--- src/rtl/i2c_bit_engine.sv ---
// I2C master bit engine: turns START/STOP/WRITE/READ commands into open-drain
// SCL/SDA drive using a four-phase (A,B,C,D) bit slot with clock stretching.
module i2c_bit_engine #(
  parameter int unsigned CLK_DIV = 4
) (
  input  logic       clk_i,
  input  logic       rst_i,
  input  logic       cmd_valid_i,
  output logic       cmd_ready_o,
  input  logic [1:0] cmd_i,
  input  logic [7:0] cmd_data_i,
  input  logic       cmd_nack_i,
  output logic       rsp_valid_o,
  output logic [7:0] rsp_data_o,
  output logic       rsp_nack_o,
  output logic       rsp_err_o,
  output logic       busy_o,
  input  logic       scl_i,
  input  logic       sda_i,
  output logic       scl_oe_o,
  output logic       sda_oe_o
);

  localparam logic [15:0] DivM1  = 16'(CLK_DIV - 1);
  localparam logic [15:0] DivM2  = 16'(CLK_DIV - 2);
  localparam bit          DivOne = (CLK_DIV == 1);

  localparam logic [1:0] CmdStart = 2'b00;
  localparam logic [1:0] CmdStop  = 2'b01;
  localparam logic [1:0] CmdWrite = 2'b10;
  localparam logic [1:0] CmdRead  = 2'b11;

  localparam logic [1:0] PhA = 2'd0;
  localparam logic [1:0] PhB = 2'd1;
  localparam logic [1:0] PhC = 2'd2;
  localparam logic [1:0] PhD = 2'd3;

  typedef enum logic [2:0] {StIdle, StStart, StStop, StData, StDone} state_e;

  state_e      r_state, w_state_d;
  logic [1:0]  r_phase, w_phase_d;
  logic [15:0] r_cnt, w_cnt_d;
  logic [3:0]  r_slot, w_slot_d;
  logic [1:0]  r_cmd;
  logic [7:0]  r_tx, r_rx, r_rsp_data;
  logic        r_nack_cmd, r_illegal, r_ack, r_busy;
  logic        r_rsp_nack, r_rsp_err, r_scl_hold, r_sda_hold;

  logic w_accept, w_illegal, w_active, w_stall, w_phase_end, w_last_slot;
  logic w_sample, w_finish, w_ack, w_scl, w_sda;

  // Phase timing, stretch detection and command-completion decode
  always_comb begin
    w_accept    = (r_state == StIdle) && cmd_valid_i;
    w_illegal   = (cmd_i != CmdStart) && !r_busy;
    w_active    = (r_state == StStart) || (r_state == StStop) || (r_state == StData);
    // Phase B does not begin counting until the slave lets SCL go high
    w_stall     = (r_phase == PhB) && (r_cnt == 16'd0) && !scl_i;
    w_phase_end = !w_stall && (r_cnt == DivM1);
    w_last_slot = (r_state != StData) || (r_slot == 4'd8);
    w_sample    = (r_state == StData) && (r_phase == PhC) && w_phase_end;
    // The DONE cycle stands in for the final cycle of the last phase D
    w_finish    = w_active && w_last_slot &&
                  (DivOne ? ((r_phase == PhC) && w_phase_end)
                          : ((r_phase == PhD) && (r_cnt == DivM2)));
    w_ack       = w_sample ? sda_i : r_ack;
  end

  // Next-state logic for the command sequencer
  always_comb begin
    w_state_d = r_state;
    w_phase_d = r_phase;
    w_cnt_d   = r_cnt;
    w_slot_d  = r_slot;
    unique case (r_state)
      StIdle: begin
        if (w_accept) begin
          w_phase_d = PhA;
          w_cnt_d   = 16'd0;
          w_slot_d  = 4'd0;
          if (w_illegal)              w_state_d = StDone;
          else if (cmd_i == CmdStart) w_state_d = StStart;
          else if (cmd_i == CmdStop)  w_state_d = StStop;
          else                        w_state_d = StData;
        end
      end
      StStart, StStop, StData: begin
        if (w_finish) begin
          w_state_d = StDone;
          w_phase_d = PhD;
          w_cnt_d   = 16'd0;
        end else if (w_phase_end) begin
          w_cnt_d   = 16'd0;
          w_phase_d = r_phase + 2'd1;
          if (r_phase == PhD) w_slot_d = r_slot + 4'd1;
        end else if (!w_stall) begin
          w_cnt_d = r_cnt + 16'd1;
        end
      end
      StDone:  w_state_d = StIdle;
      default: w_state_d = StIdle;
    endcase
  end

  // Line drive per command and phase; idle and illegal commands hold the lines
  always_comb begin
    w_scl = r_scl_hold;
    w_sda = r_sda_hold;
    if (w_active || ((r_state == StDone) && !r_illegal)) begin
      unique case (r_cmd)
        CmdStart: begin
          w_scl = (r_phase == PhA) ? r_busy : (r_phase == PhD);
          w_sda = (r_phase == PhC) || (r_phase == PhD);
        end
        CmdStop: begin
          w_scl = (r_phase == PhA);
          w_sda = (r_phase == PhA) || (r_phase == PhB);
        end
        default: begin
          w_scl = (r_phase == PhA) || (r_phase == PhD);
          if (r_slot == 4'd8) w_sda = (r_cmd == CmdRead) && !r_nack_cmd;
          else                w_sda = (r_cmd == CmdWrite) && !r_tx[7];
        end
      endcase
    end
  end

  // State, datapath and response registers
  always_ff @(posedge clk_i) begin
    if (rst_i) begin
      r_state    <= StIdle;
      r_phase    <= PhA;
      r_cnt      <= 16'd0;
      r_slot     <= 4'd0;
      r_cmd      <= CmdStart;
      r_tx       <= 8'd0;
      r_rx       <= 8'd0;
      r_nack_cmd <= 1'b0;
      r_illegal  <= 1'b0;
      r_ack      <= 1'b0;
      r_busy     <= 1'b0;
      r_rsp_data <= 8'd0;
      r_rsp_nack <= 1'b0;
      r_rsp_err  <= 1'b0;
      r_scl_hold <= 1'b0;
      r_sda_hold <= 1'b0;
    end else begin
      r_state    <= w_state_d;
      r_phase    <= w_phase_d;
      r_cnt      <= w_cnt_d;
      r_slot     <= w_slot_d;
      r_scl_hold <= w_scl;
      r_sda_hold <= w_sda;
      if (w_accept) begin
        r_cmd      <= cmd_i;
        r_tx       <= cmd_data_i;
        r_nack_cmd <= cmd_nack_i;
        r_illegal  <= w_illegal;
        if (w_illegal) begin
          r_rsp_err  <= 1'b1;
          r_rsp_nack <= 1'b0;
        end
      end
      if (w_sample) begin
        if (r_slot == 4'd8) r_ack <= sda_i;
        else                r_rx  <= {r_rx[6:0], sda_i};
      end
      if ((r_state == StData) && (r_phase == PhD) && w_phase_end) r_tx <= {r_tx[6:0], 1'b0};
      if (w_finish) begin
        r_rsp_err  <= 1'b0;
        r_rsp_nack <= (r_cmd == CmdWrite) ? w_ack : 1'b0;
        if (r_cmd == CmdRead)  r_rsp_data <= r_rx;
        if (r_cmd == CmdStart) r_busy <= 1'b1;
        if (r_cmd == CmdStop)  r_busy <= 1'b0;
      end
    end
  end

  assign cmd_ready_o = (r_state == StIdle);
  assign rsp_valid_o = (r_state == StDone);
  assign rsp_data_o  = r_rsp_data;
  assign rsp_nack_o  = r_rsp_nack;
  assign rsp_err_o   = r_rsp_err;
  assign busy_o      = r_busy;
  assign scl_oe_o    = w_scl;
  assign sda_oe_o    = w_sda;

endmodule

--- config.mk ---
export PLATFORM = sky130hd
export DESIGN_NAME = i2c_bit_engine
export DESIGN_NICKNAME = d
export VERILOG_FILES = /design/src/rtl/i2c_bit_engine.sv
export SDC_FILE = /design/constraint.sdc
export NUM_CORES = 1
export LEC_CHECK = 0
export CORE_MARGIN = 1.5
export CORE_UTILIZATION = 51
export DETAILED_ROUTE_END_ITERATION = 10
export PLACE_DENSITY_LB_ADDON = 0.05
export SYNTH_ARGS = -nofsm -noshare
export SYNTH_HDL_FRONTEND = slang
export SYNTH_SLANG_ARGS = --single-unit
--- constraint.sdc ---
create_clock -name clk_i -period 2.7 [get_ports clk_i]
set_input_delay 0.54 -clock clk_i [delete_from_list [all_inputs] [get_ports clk_i]]
set_output_delay 0.54 -clock clk_i [all_outputs]
set_load 0.05 [all_outputs]
==> key figures, run 1 <==
Run status
  – Status: completed

Timing
  – Setup tns final: 0 ns
  – Final Hold Violating Endpoints: 0
  – Final setup fails: 0
  – WHS: 0.460 ns
  – Final slew viol count: 0
  – Slew headroom: 53.1%
  – Tcrit/Tclk final: 96.3%
  – Tmin final: 2.60 ns
  – Tightest Pin Transition: 0.701 ns
  – Clock skew: 0.00842 ns
  – Peak Freq: 385 MHz
  – RSZ-0062 raised after global routing: no

Yosys
  – Synth Cell Area: 2950 um^2
  – Mapped Nets: 360
  – Syn avg cell area: 8.81 um^2
  – Area share of the leading cell type in the synthesized netlist: 40.0%
  – Largest area contributor in the netlist: dfxtp_1
  – Yosys cell types: 50
  – Most frequent cells after synthesis: dfxtp_1, nor2_1, a21oi_1, nand2_1
  – Synth warnings: 0
  – Synth Instances: 335
  – Ys async rst share: 0%
  – Synth Flop Type: dfxtp_1
  – Post-synth EDFFs: 0
  – Seq/Total Area, Yosys: 40.0%
  – Leading cell type by number of instances after synthesis: dfxtp_1
  – Yosys reg bits: 59
  – Area contributors post-synth: dfxtp_1, mux2i_1, nor2_1

Die
  – Die Area: 6260 um^2
  – # IOs: 31
  – Core ar.: 5540 um^2
  – Site row count: 27
  – Die Y-Extent: 79.1 um
  – Die W: 79.1 um
  – Initial core utilization: 53.3%

Setup path
  – Worst-path fanout max: 5
  – CP Launch Type: register
  – CP Class: register to output pin
  – Crit-path cells: inv_1, ha_1, or3b_2, a21oi_2, a31oi_1, mux2_4, buf_12
  – Worst Setup End Kind: output pin
  – Slowest CP cell: or3b_2
  – CP arrival: 2.06 ns
  – Crit path largest cell delay: 0.45 ns
  – CP required: 2.16 ns

Pwr
  – Peak supply drop: 0.340 mV
  – Internal power: 1450 uW
  – Clock share of power: 41.9%
  – Sequential share of power: 47.2%
  – Switching Share: 24.5%
  – Leak Pwr: 0.00121 uW
  – Cell area power density: 537 nW/um^2
  – Comb power frac: 11.0%
  – Psw: 470 uW

Clock network
  – Clk slew on worst S/H paths: 0.06 ns
  – H-tree Lvls: 3
  – Clock root cell: clkbuf_8
  – Post-CTS Hold Buffers: 0
  – TritonCTS clock tree: done
  – Clock Path Buffers: 2
  – TritonCTS Sinks: 59
  – Total setup buffers inserted after CTS: 0
  – Cts bufs inserted: 9
  – Clk_lat worst skew: 0.33 ns

Placement
  – Final Wtd Congestion: 0.879
  – Placed inst area: 3370 um^2
  – Port Buffers: 30
  – Detailed placer's ending HPWL: 4.62 mm

Min path
  – HP Class: register to register

Final layout
  – Final Instance Area: 3570 um^2
  – Area of the multi-input gates: 1660 um^2
  – FF/Latch Area: 1190 um^2
  – Layout area overhead: 21.0%
  – ANT cells: 0
  – Fillers: 496
  – Fraction of layout cells with a size suffix above 1: 12.0%
  – # nets final: 395

Route
  – DRT iter0 DRCs: 145
  – Wire length per cell: 15.0 um
  – Vias/cell: 5.78
  – Via count: 2,576
  – # DRC: 0
  – Detail Route Antenna Nets: 0
  – DR pass1 iterations: 4
  – WL final: 6.69 mm

Global route
  – Initial antenna violation count: 0
  – Largest net degree at the start of global routing: 29
  – Congestion Overflow GR: 0
  – First-pass GRT wire length: 11.4 mm
  – Vias in the first global route: 2,416
  – Total GRT Usage: 23.5%

Flow run
  – MaxCap Viol Count: 0
## metal layers
| layer | track usage, % | share of wire [%] | up-vias |
|---|---|---|---|
| met2 | 35.4 | 44 | 77 |
| li1 | - | - | 1276 |
| met5 | 0 | 0 | - |
| met3 | 4.02 | 5.8 | 10 |
| met4 | 10.7 | 1.7 | 0 |
| met1 | 32.7 | 48 | 1213 |
## critical path: cells and delay by family (launching register included)
kind / cells / cell delay [ns]
buf+inv: 2 / 0.22
mux: 1 / 0.29
compound gates: 2 / 0.18
flops: 1 / 0.37
fa+ha+maj: 1 / 0.22
simple gates: 1 / 0.45
## power by group through the flow
stage / Sequential [uW] / Clock [uW] / Combinational [uW]
global placement: 925 / 0 / 205
detailed placement: 925 / 0 / 207
global route: 907 / 856 / 230
CTS: 905 / 817 / 209
floorplan: 922 / 0 / 122
finish: 905 / 804 / 211
## logic make-up after synthesis
kind of cell | after synthesis | share of synthesized area, %
xor+xnor | 10 | 2.97
mux | 21 | 7.16
simple gates | 141 | 27.5
fa+ha+maj | 9 | 3.81
buf+inv | 29 | 4.07
compound gates | 66 | 14.4
flops | 59 | 40.0
## layout by cell type (no fill, tap or decap), types with 6 or more instances in the layout
master           Yosys  final
buf_4                0     10
clkbuf_8             0     11
nand2_1             25     25
a21oi_1             28     27
clkdlybuf4s50_1      0     28
or3_1                6      6
xnor2_1              6      6
nor3_1               8      8
nand3_1             20     20
mux2i_1             20     20
a22oi_1              7      7
inv_1               13     13
nor2_1              42     42
ha_1                 9      9
dfxtp_1             59     57
## final cells by class
type                       count  area share, %
sequential                    59           33.2
clock buffer                  13           4.45
tap                           72           2.52
timing repair buffer          40           11.1
multi-input combinational    247           46.4
inverter                      13           1.37
clock inverter                 2          0.980
## path summary, 6_finish.rpt
| check | startpoint | cells after the start | slack [ns] | end |
|---|---|---|---|---|
| worst max-delay path | r_phase[0]$_SDFFE_PP0P_ | 7 | 0.1 | sda_oe_o |
| worst min-delay path | r_nack_cmd$_SDFFE_PP0P_ | 2 | 0.46 | r_nack_cmd$_SDFFE_PP0P_ |
| worst max register to register | r_cnt[14]$_SDFFE_PP0P_ | 5 | 0.56 | r_tx[1]$_SDFFE_PP0P_ |
| worst min register to register | r_nack_cmd$_SDFFE_PP0P_ | 2 | 0.46 | r_nack_cmd$_SDFFE_PP0P_ |
## flip-flops by register name (all words and copies together), names as in the netlist
register,count
r_cnt,16
r_rx,8
r_tx,8
rsp_data_o,8
r_slot,4
r_state,3
r_cmd,2
r_phase,2
busy_o,1
r_ack,1
r_illegal,1
r_nack_cmd,1
r_scl_hold,1
r_sda_hold,1
rsp_err_o,1
rsp_nack_o,1
## repair_timing
| action | 4_1_cts | 5_1_grt |
|---|---|---|
| pin swaps | 0 | 0 |
| endpoints found under the setup margin | 1 | 2 |
| resized for setup | 1 | 5 |
## stage by stage
stage          utilization, %  worst slack, ns  std cells  power, uW
6_report                 64.5           0.0999        446       1920
3_3_place_gp             60.8            0.299        431       1130
4_1_cts                  64.3           0.0531        446       1930
3_5_place_dp             60.8            0.239        431       1130
2_1_floorplan               -            0.122        335       1040
5_1_grt                  64.5           0.0121        446       1990
Note: power is estimated with default switching activity, not from simulation.
==> run 2: changes to the inputs <==
==> constraint.sdc (replaced) <==
create_clock -name clk_i -period 2.22 [get_ports clk_i]
set_input_delay 0.444 -clock clk_i [delete_from_list [all_inputs] [get_ports clk_i]]
set_output_delay 0.444 -clock clk_i [all_outputs]
set_load 0.05 [all_outputs]
==> key figures, run 2 (same netlist as run 1, synthesis figures left out) <==
Setup path
  – Worst-path fanout max: 3 (-2)
  – Reg2Reg Setup Slack: 0.14 ns (-0.42 ns)
  – CP Class: register to output pin
  – CP Launch Point: r_phase[1]$_SDFFE_PP0P_
  – Worst Setup End Kind: output pin
  – CP required: 1.78 ns (-0.38 ns)
  – CP arrival: 1.97 ns (-0.09 ns)
  – R2R Path Start: r_slot[0]$_SDFFE_PP0P_
  – Crit path capture: sda_oe_o
  – R2R cell count: 8 (+3)
  – CP Launch Type: register
  – Crit Reg-Reg Endpoint: rsp_nack_o$_SDFFE_PP0P_

Route
  – WL final: 7.03 mm (+5.1%)
  – DR pass1 iterations: 4 (unchanged)
  – DRT iter0 DRCs: 260 (+79%)
  – Wl on met1: 3.37 mm (+4.6%)
  – Met3 wire length: 328 um (-15%)
  – Detail Route Antenna Nets: 0 (unchanged)
  – Vias/cell: 5.69 (-1.5%)
  – Wire length per cell: 15.1 um (+0.76%)
  – Via count: 2,646 (+2.7%)
  – # DRC: 0 (unchanged)
  – Met2 wire len: 3.21 mm (+8.2%)
  – DR top layer: met4

Pwr
  – Clock share of power: 44.6% (+2.7 points)
  – Sequential share of power: 44.3% (-2.9 points)
  – Psw: 596 uW (+27%)
  – Internal power: 1890 uW (+30%)
  – Switching Share: 23.9% (-0.53 points)
  – Peak supply drop: 0.482 mV (+42%)
  – Cell area power density: 643 nW/um^2 (+20%)
  – Comb power frac: 11.1% (about the same)
  – Leak Pwr: 0.00133 uW (+10%)

Die
  – # IOs: 31 (unchanged)
  – Initial core utilization: 53.3% (unchanged)
  – Site row count: 27 (unchanged)
  – Die Y-Extent: 79.1 um (unchanged)
  – Die Area: 6260 um^2 (unchanged)
  – Core ar.: 5540 um^2 (unchanged)
  – Die W: 79.1 um (unchanged)

Placement
  – Pre-CTS setup slack: -0.0463 ns (-0.285 ns)
  – Port Buffers: 30 (unchanged)
  – Detailed placer's ending HPWL: 4.65 mm (+0.67%)
  – Final Wtd Congestion: 0.838 (-4.7%)

Timing
  – Clock skew: 0.00417 ns (-0.00424 ns)
  – Setup tns final: -0.266 ns (-0.266 ns)
  – Tmin final: 2.41 ns
  – RSZ-0062 raised after global routing: yes
  – Final Hold Violating Endpoints: 0 (unchanged)
  – Final setup fails: 2 (+2)
  – Final slew viol count: 0 (unchanged)
  – Tcrit/Tclk final: 109%
  – Tightest Pin Transition: 0.496 ns (-0.204 ns)
  – WHS: 0.466 ns (+0.00574 ns)
  – Slew headroom: 66.8% (+14 points)
  – Peak Freq: 414 MHz
  – Final setup margin: -0.194 ns (-0.294 ns)

Global route
  – Congestion Overflow GR: 0 (unchanged)
  – Initial antenna violation count: 0 (unchanged)
  – Total GRT Usage: 23.2% (-0.27 points)
  – First-pass GRT wire length: 11.4 mm (-0.42%)
  – Vias in the first global route: 2,449 (+1.4%)
  – Largest net degree at the start of global routing: 44 (+52%)

Final layout
  – Commonest non-fill, non-tap cell in the layout: dfxtp_1
  – Register with the most flip-flops: r_cnt
  – ANT cells: 0 (unchanged)
  – # nets final: 413 (+4.6%)
  – Max reg flops: 16 (unchanged)
  – Layout area overhead: 30.9%
  – Commonest cells after routing, fill and taps aside: dfxtp_1, nor2_1, buf_4
  – Fillers: 448 (-9.7%)
  – Fraction of layout cells with a size suffix above 1: 21.4% (+9.3 points)

Run status
  – Failing checks: setup timing
  – Status: finished, violations left

Clock network
  – Clk slew on worst S/H paths: 0.07 ns (about the same)
  – TritonCTS Sinks: 59 (unchanged)
  – Clk_lat worst skew: 0.33 ns (about the same)
  – TritonCTS clock tree: done
  – Clock Path Buffers: 2 (unchanged)
  – Post-CTS Hold Buffers: 0 (unchanged)
  – Cts bufs inserted: 9 (unchanged)
  – H-tree Lvls: 3 (unchanged)
  – Clock root cell: clkbuf_8

Min path
  – HP Class: register to register

Flow run
  – MaxCap Viol Count: 0 (unchanged)
run 2: changes by cell type in the layout (fill, tap and decap cells not counted), sizes merged:
cell / change
buf: +20
clkbuf: -2
clkdlybuf4s50: -2
clkinv: +2
bufinv: +1
run 2: what timing repair did:
item	CTS	global route
pin swaps	3	4
setup buffers	3	4
endpoints found under the hold margin	0	0
resized for setup	20	8
setup endpoints to repair	2	6
cloned	0	0
run 2: metal layers:
layer / track usage, % / vias to the layer above
li1: - / 1317
met1: 32.3 / 1247
met2: 34.5 / 71
met3: 4.48 / 11
met4: 10.7 / 0
met5: 0 / -
run 2: worst max-delay path, cell delays in order, from the launching register on:
cell     delay [ns]
dfxtp_2        0.33
buf_6          0.12
ha_4           0.16
or3_4          0.38
a21oi_4        0.15
a31oi_2        0.04
mux2_4         0.30
buf_12         0.15
run 2: area by class of cell:
type	count	area (um^2)	share of cell area [%]
multi-input cells	247	1760	45.4
clock buffers	11	151	3.92
clock inverters	5	75.1	1.94
repair buffers	58	554	14.3
well taps	72	90.1	2.33
flip-flops and latches	59	1190	30.7
inverters	13	51.3	1.33
run 2: power groups by stage:
stage	Combinational (uW)	Sequential (uW)	Clock [uW]
CTS	269	1100	1130
detailed placement	262	1120	0
finish	277	1100	1110
global placement	260	1120	0
global route	299	1100	1170
floorplan	151	1120	0
run 2: metrics by stage:
step                      instances  instance area, um^2  total power (uW)  utilization (%)
after floorplan                 335                 2960              1270                -
after global placement          442                 3480              1380             62.8
after detailed placement        442                 3480              1390             62.8
after CTS                       461                 3800              2500             68.5
after global routing            465                 3870              2580             69.8
final                           465                 3870              2490             69.8
run 2: worst min path at each step:
stage	startpoint	end	slack (ns)	cells past startpoint
after global routing	r_illegal$_SDFFE_PP0P_	r_illegal$_SDFFE_PP0P_	0.49	2
after global placement	r_illegal$_SDFFE_PP0P_	r_illegal$_SDFFE_PP0P_	0.45	2
after CTS	r_illegal$_SDFFE_PP0P_	r_illegal$_SDFFE_PP0P_	0.46	2
final	r_nack_cmd$_SDFFE_PP0P_	r_nack_cmd$_SDFFE_PP0P_	0.47	2
after detailed placement	r_illegal$_SDFFE_PP0P_	r_illegal$_SDFFE_PP0P_	0.46	2
after floorplan	r_nack_cmd$_SDFFE_PP0P_	r_nack_cmd$_SDFFE_PP0P_	0.43	2
==> variant 1: new RTL, config.mk and constraints of run 1 <==
Register the output `rsp_err_o` once more, cleared by the reset; this adds one clock of latency there. The other outputs are not delayed to match.
--- a/src/rtl/i2c_bit_engine.sv
+++ b/src/rtl/i2c_bit_engine.sv
@@ -180,7 +180,13 @@
   assign rsp_valid_o = (r_state == StDone);
   assign rsp_data_o  = r_rsp_data;
   assign rsp_nack_o  = r_rsp_nack;
-  assign rsp_err_o   = r_rsp_err;
+  always_ff @(posedge clk_i) begin
+    if (rst_i) begin
+      rsp_err_o <= '0;
+    end else begin
+      rsp_err_o <= r_rsp_err;
+    end
+  end
   assign busy_o      = r_busy;
   assign scl_oe_o    = w_scl;
   assign sda_oe_o    = w_sda;
Function: changed (Yosys sat finds a counterexample within 4 cycles, from zero or initial values and one cycle with rst_i high).
==> variant 1 against run 1 <==
Cell area increased by 1.3%; area after synthesis increased by 1.7%; worst setup slack got worse by 0.027 ns; die area increased by 1.7%; utilization increased by 0.071 points; highest routed layer unchanged; register-to-register slack got worse by 0.16 ns; routed wire length decreased by 0.30%; total power increased by 0.84%; combinational power decreased by 7%; sequential cell count increased by 1.
==> variant 1: results (changes against run 1) <==
RUN STATUS
------------------------------------------------------------------------------
Run status                                                           completed

FINAL LAYOUT
------------------------------------------------------------------------------
Layout inverter count without the clock tree                                14   +1
Final net count                                                            396   +0.25%
Clock buffer count                                                           9   -4
Filler Cell Count                                                          498   +0.40%
Number of signal-net buffers in the layout                                  41   +2.5%

SYNTH
------------------------------------------------------------------------------
Largest cells by area after synthesis                             sky130_fd_sc_hd__dfxtp_1, sky130_fd_sc_hd__mux2i_1, sky130_fd_sc_hd__nand3_1
Syn_nets                                                                   362   +0.56%
Fraction of the yosys area taken by sequential cells                     40.0%   about the same
Avg Synthesized Cell Area                                           8.91 sq um   +1.1%

STA
------------------------------------------------------------------------------
Post-Route Skew                                                      0.0127 ns   +0.00433 ns
Final worst-path setup slack                                         0.0730 ns   -0.0269 ns
Post-route worst hold slack                                           0.440 ns   -0.0201 ns

POWER
------------------------------------------------------------------------------
Power density of the placed cells                                  535 mW/mm^2   -0.48%
Maximum vdd drop                                                      0.431 mV   +27%
Fraction of power spent switching nets                                   26.9%   +2.4 points

CLOCKING
------------------------------------------------------------------------------
Insertion delay of the later-clocked pin in the worst-skew pair        0.35 ns   +0.02 ns

GRT
------------------------------------------------------------------------------
Met3 Track Usage GR                                                      4.11%   +0.091 points
GR Util met1                                                             29.1%   -3.6 points

PLACED DESIGN
------------------------------------------------------------------------------
Pre-CTS WS                                                            0.211 ns   -0.0274 ns
Cell area after placement                                         0.00340 sq mm   +1.0%
Placed cell count                                                          432   +0.23%

DRT
------------------------------------------------------------------------------
Routed wire length per instance                                        14.9 um   -0.74%
Routed Wire Length                                                     6.67 mm   -0.30%

SETUP PATH
------------------------------------------------------------------------------
Max incr delay on CP                                                   0.48 ns   +0.03 ns

## variant 1: cell count changes in the layout (fill, tap and decap cells not counted), moves of 4 or more
| cell | run 1 | this run |
|---|---|---|
| sky130_fd_sc_hd__a211oi_2 | 0 | 6 |
| sky130_fd_sc_hd__a21oi_1 | 27 | 19 |
| sky130_fd_sc_hd__nand2_1 | 25 | 20 |
| sky130_fd_sc_hd__nand2b_1 | 0 | 4 |
| sky130_fd_sc_hd__nand3_1 | 20 | 24 |
| sky130_fd_sc_hd__nor2_1 | 42 | 31 |
| sky130_fd_sc_hd__nor3_1 | 8 | 13 |
| sky130_fd_sc_hd__nor4_2 | 0 | 4 |
| sky130_fd_sc_hd__nor4_4 | 5 | 1 |
| sky130_fd_sc_hd__o21ai_1 | 1 | 7 |
| sky130_fd_sc_hd__or3_1 | 6 | 10 |
| sky130_fd_sc_hd__xnor2_1 | 6 | 1 |
## variant 1: logic make-up (layout without fill, tap and decap cells)
group | after synthesis | in the layout | share of synthesized area [%]
AND/OR/NAND/NOR | 143 | 143 | 26.9
AO/OA/AOI/OAI | 66 | 66 | 15.9
flip-flops | 60 | 60 | 40.0
buffers and inverters | 32 | 71 | 4.58
multiplexers | 22 | 22 | 7.46
adder cells (fa/ha/maj) | 9 | 9 | 3.75
XOR/XNOR | 5 | 5 | 1.46
## variant 1: power by group through the flow
stage                     clock [mW]  combinational [mW]  sequential [mW]
after global placement             0               0.194            0.942
final                          0.817               0.197            0.922
after detailed placement           0               0.196            0.942
after floorplan                    0               0.134            0.936
after global routing           0.868               0.216            0.925
after CTS                      0.831               0.197            0.922
## variant 1: repair_timing
item                                    CTS  global route
endpoints found under the setup margin    1             2
pin swaps                                 0             0
setup buffers                             0             0
resized for setup                         1             7
==> variant 2: new RTL, config.mk and constraints of run 1 <==
Without the edit above. Reset style: asynchronous (`rst_i`), changed in one clocked block.
--- a/src/rtl/i2c_bit_engine.sv
+++ b/src/rtl/i2c_bit_engine.sv
@@ -126,7 +126,7 @@
   end
 
   // State, datapath and response registers
-  always_ff @(posedge clk_i) begin
+  always_ff @(posedge clk_i or posedge rst_i) begin
     if (rst_i) begin
       r_state    <= StIdle;
       r_phase    <= PhA;
Behaviour: differs if rst_i is asserted again (counterexample within 4 cycles, from zero or initial values and one cycle with rst_i high); with rst_i held inactive, the same outputs for 10 cycles.
==> variant 2 against run 1 <==
Worst setup slack worse by 0.046 ns; cell area rose by 4.2%; final cell count fell by 11%; count of clock-buffer cells in the layout is 4 lower; sequential cell count is the same; area after synthesis grew 3.6%; routed wire length decreased by 7.3%; non-clock buffer count unchanged; largest cell class unchanged.
Power is not compared: it rests on default switching activity, and its combinational part moved more than twofold at a synthesized area within 25%.
==> variant 2: results (changes against run 1) <==
RUN STATUS
----------------------------------------------------------------------------
Run status                                                         completed

HOLD PATH
----------------------------------------------------------------------------
Number of cells traversed by the worst hold path                           1   -1
Source of the worst hold timing path                                 r_tx[3]
Hold-critical path endpoint                                          r_tx[3]

CLOCKING
----------------------------------------------------------------------------
Post-CTS sizing                                                            0   -1

SYNTH
----------------------------------------------------------------------------
Fraction of synthesized cell area in xor and xnor cells                3.15%   +0.18 points
Top cells by count, synth                                       sky130_fd_sc_hd__dfrtp_1, sky130_fd_sc_hd__nor2_1, sky130_fd_sc_hd__inv_1, sky130_fd_sc_hd__mux2_2, sky130_fd_sc_hd__nand2_1
Fraction of the mapped netlist area in compound gates                  14.8%   +0.39 points
Avg Synthesized Cell Area                                         11.1 sq um   +26%
Fraction of the yosys area taken by sequential cells                   48.2%   +8.2 points
Number of distinct library cells after synthesis                          59   +18%
Syn_nets                                                                 300   -17%
Cell count after synthesis                                               275   -18%
Area share of fa/ha/maj cells after synthesis                          3.68%   -0.13 points
Multiplexer share of the synthesized area                              9.57%   +2.4 points

SETUP PATH
----------------------------------------------------------------------------
Max incr delay on CP                                                 0.81 ns   +0.36 ns
R2R Path End                                                       r_slot[3]
Cell class contributing the biggest share of worst-path delay   buffers and inverters
Critical-path top delay cell                                    sky130_fd_sc_hd__clkdlybuf4s50_1
R2r setup slk                                                        0.37 ns   -0.19 ns

FINAL LAYOUT
----------------------------------------------------------------------------
Fin cells                                                                399   -11%
Design Area, Final                                              0.00372 sq mm   +4.2%
Ratio of cells with drive above 1 in the final layout                  19.8%   +7.7 points
Final net count                                                          344   -13%

DRT
----------------------------------------------------------------------------
Routed wire length per instance                                      15.5 um   +3.6%
Initial DRC Count                                                        144   -0.69%

PLACED DESIGN
----------------------------------------------------------------------------
Pre-CTS WS                                                          0.280 ns   +0.0417 ns
Cell area after placement                                       0.00351 sq mm   +4.4%

STA
----------------------------------------------------------------------------
Post-Route Skew                                                   0.00770 ns   -0.000718 ns
Worst Max-Slew Pin Slew                                             0.591 ns   -0.109 ns
Post-route worst hold slack                                         0.484 ns   +0.0240 ns

GRT
----------------------------------------------------------------------------
Vias in the first global route                                         2,156   -11%
Global-route usage over all layers                                     21.5%   -2.0 points
Pin count of the biggest net entering global routing                      46   +59%
Global-route wire length before repair                               10.6 mm   -7.7%

## variant 2: cell types whose count changed in the layout (fill, tap and decap cells not counted), sizes merged, moves of 9 or more
cell,change
nand3,-9
nor2,-13
mux2i,-17
nand2,-12
mux2,+20
a21oi,-19
dfxtp,-59
dfrtp,+59
## variant 2: power by group
group | switching, mW | internal (mW)
clock network | 0.378 | 0.432
logic | 0.394 | 0.280
registers | 0.100 | 0.987
total | 0.872 | 1.70
## variant 2: worst max path at each step
stage | from | end | slack [ns] | cells after the start
floorplan | r_slot[0] | sda_oe_o | 0.27 | 7
global placement | scl_i | r_slot[3] | 0.36 | 6
detailed placement | scl_i | r_slot[2] | 0.28 | 6
CTS | r_slot[0] | sda_oe_o | 0.04 | 8
global route | r_slot[0] | sda_oe_o | 0.002 | 8
finish | r_state[1] | rsp_valid_o | 0.05 | 3
## variant 2: per-layer routing
layer	wire [um]	GRT usage [%]
met5	0	0
met4	81	8.28
met3	205	4.09
met2	2890	32.5
met1	3020	30.4
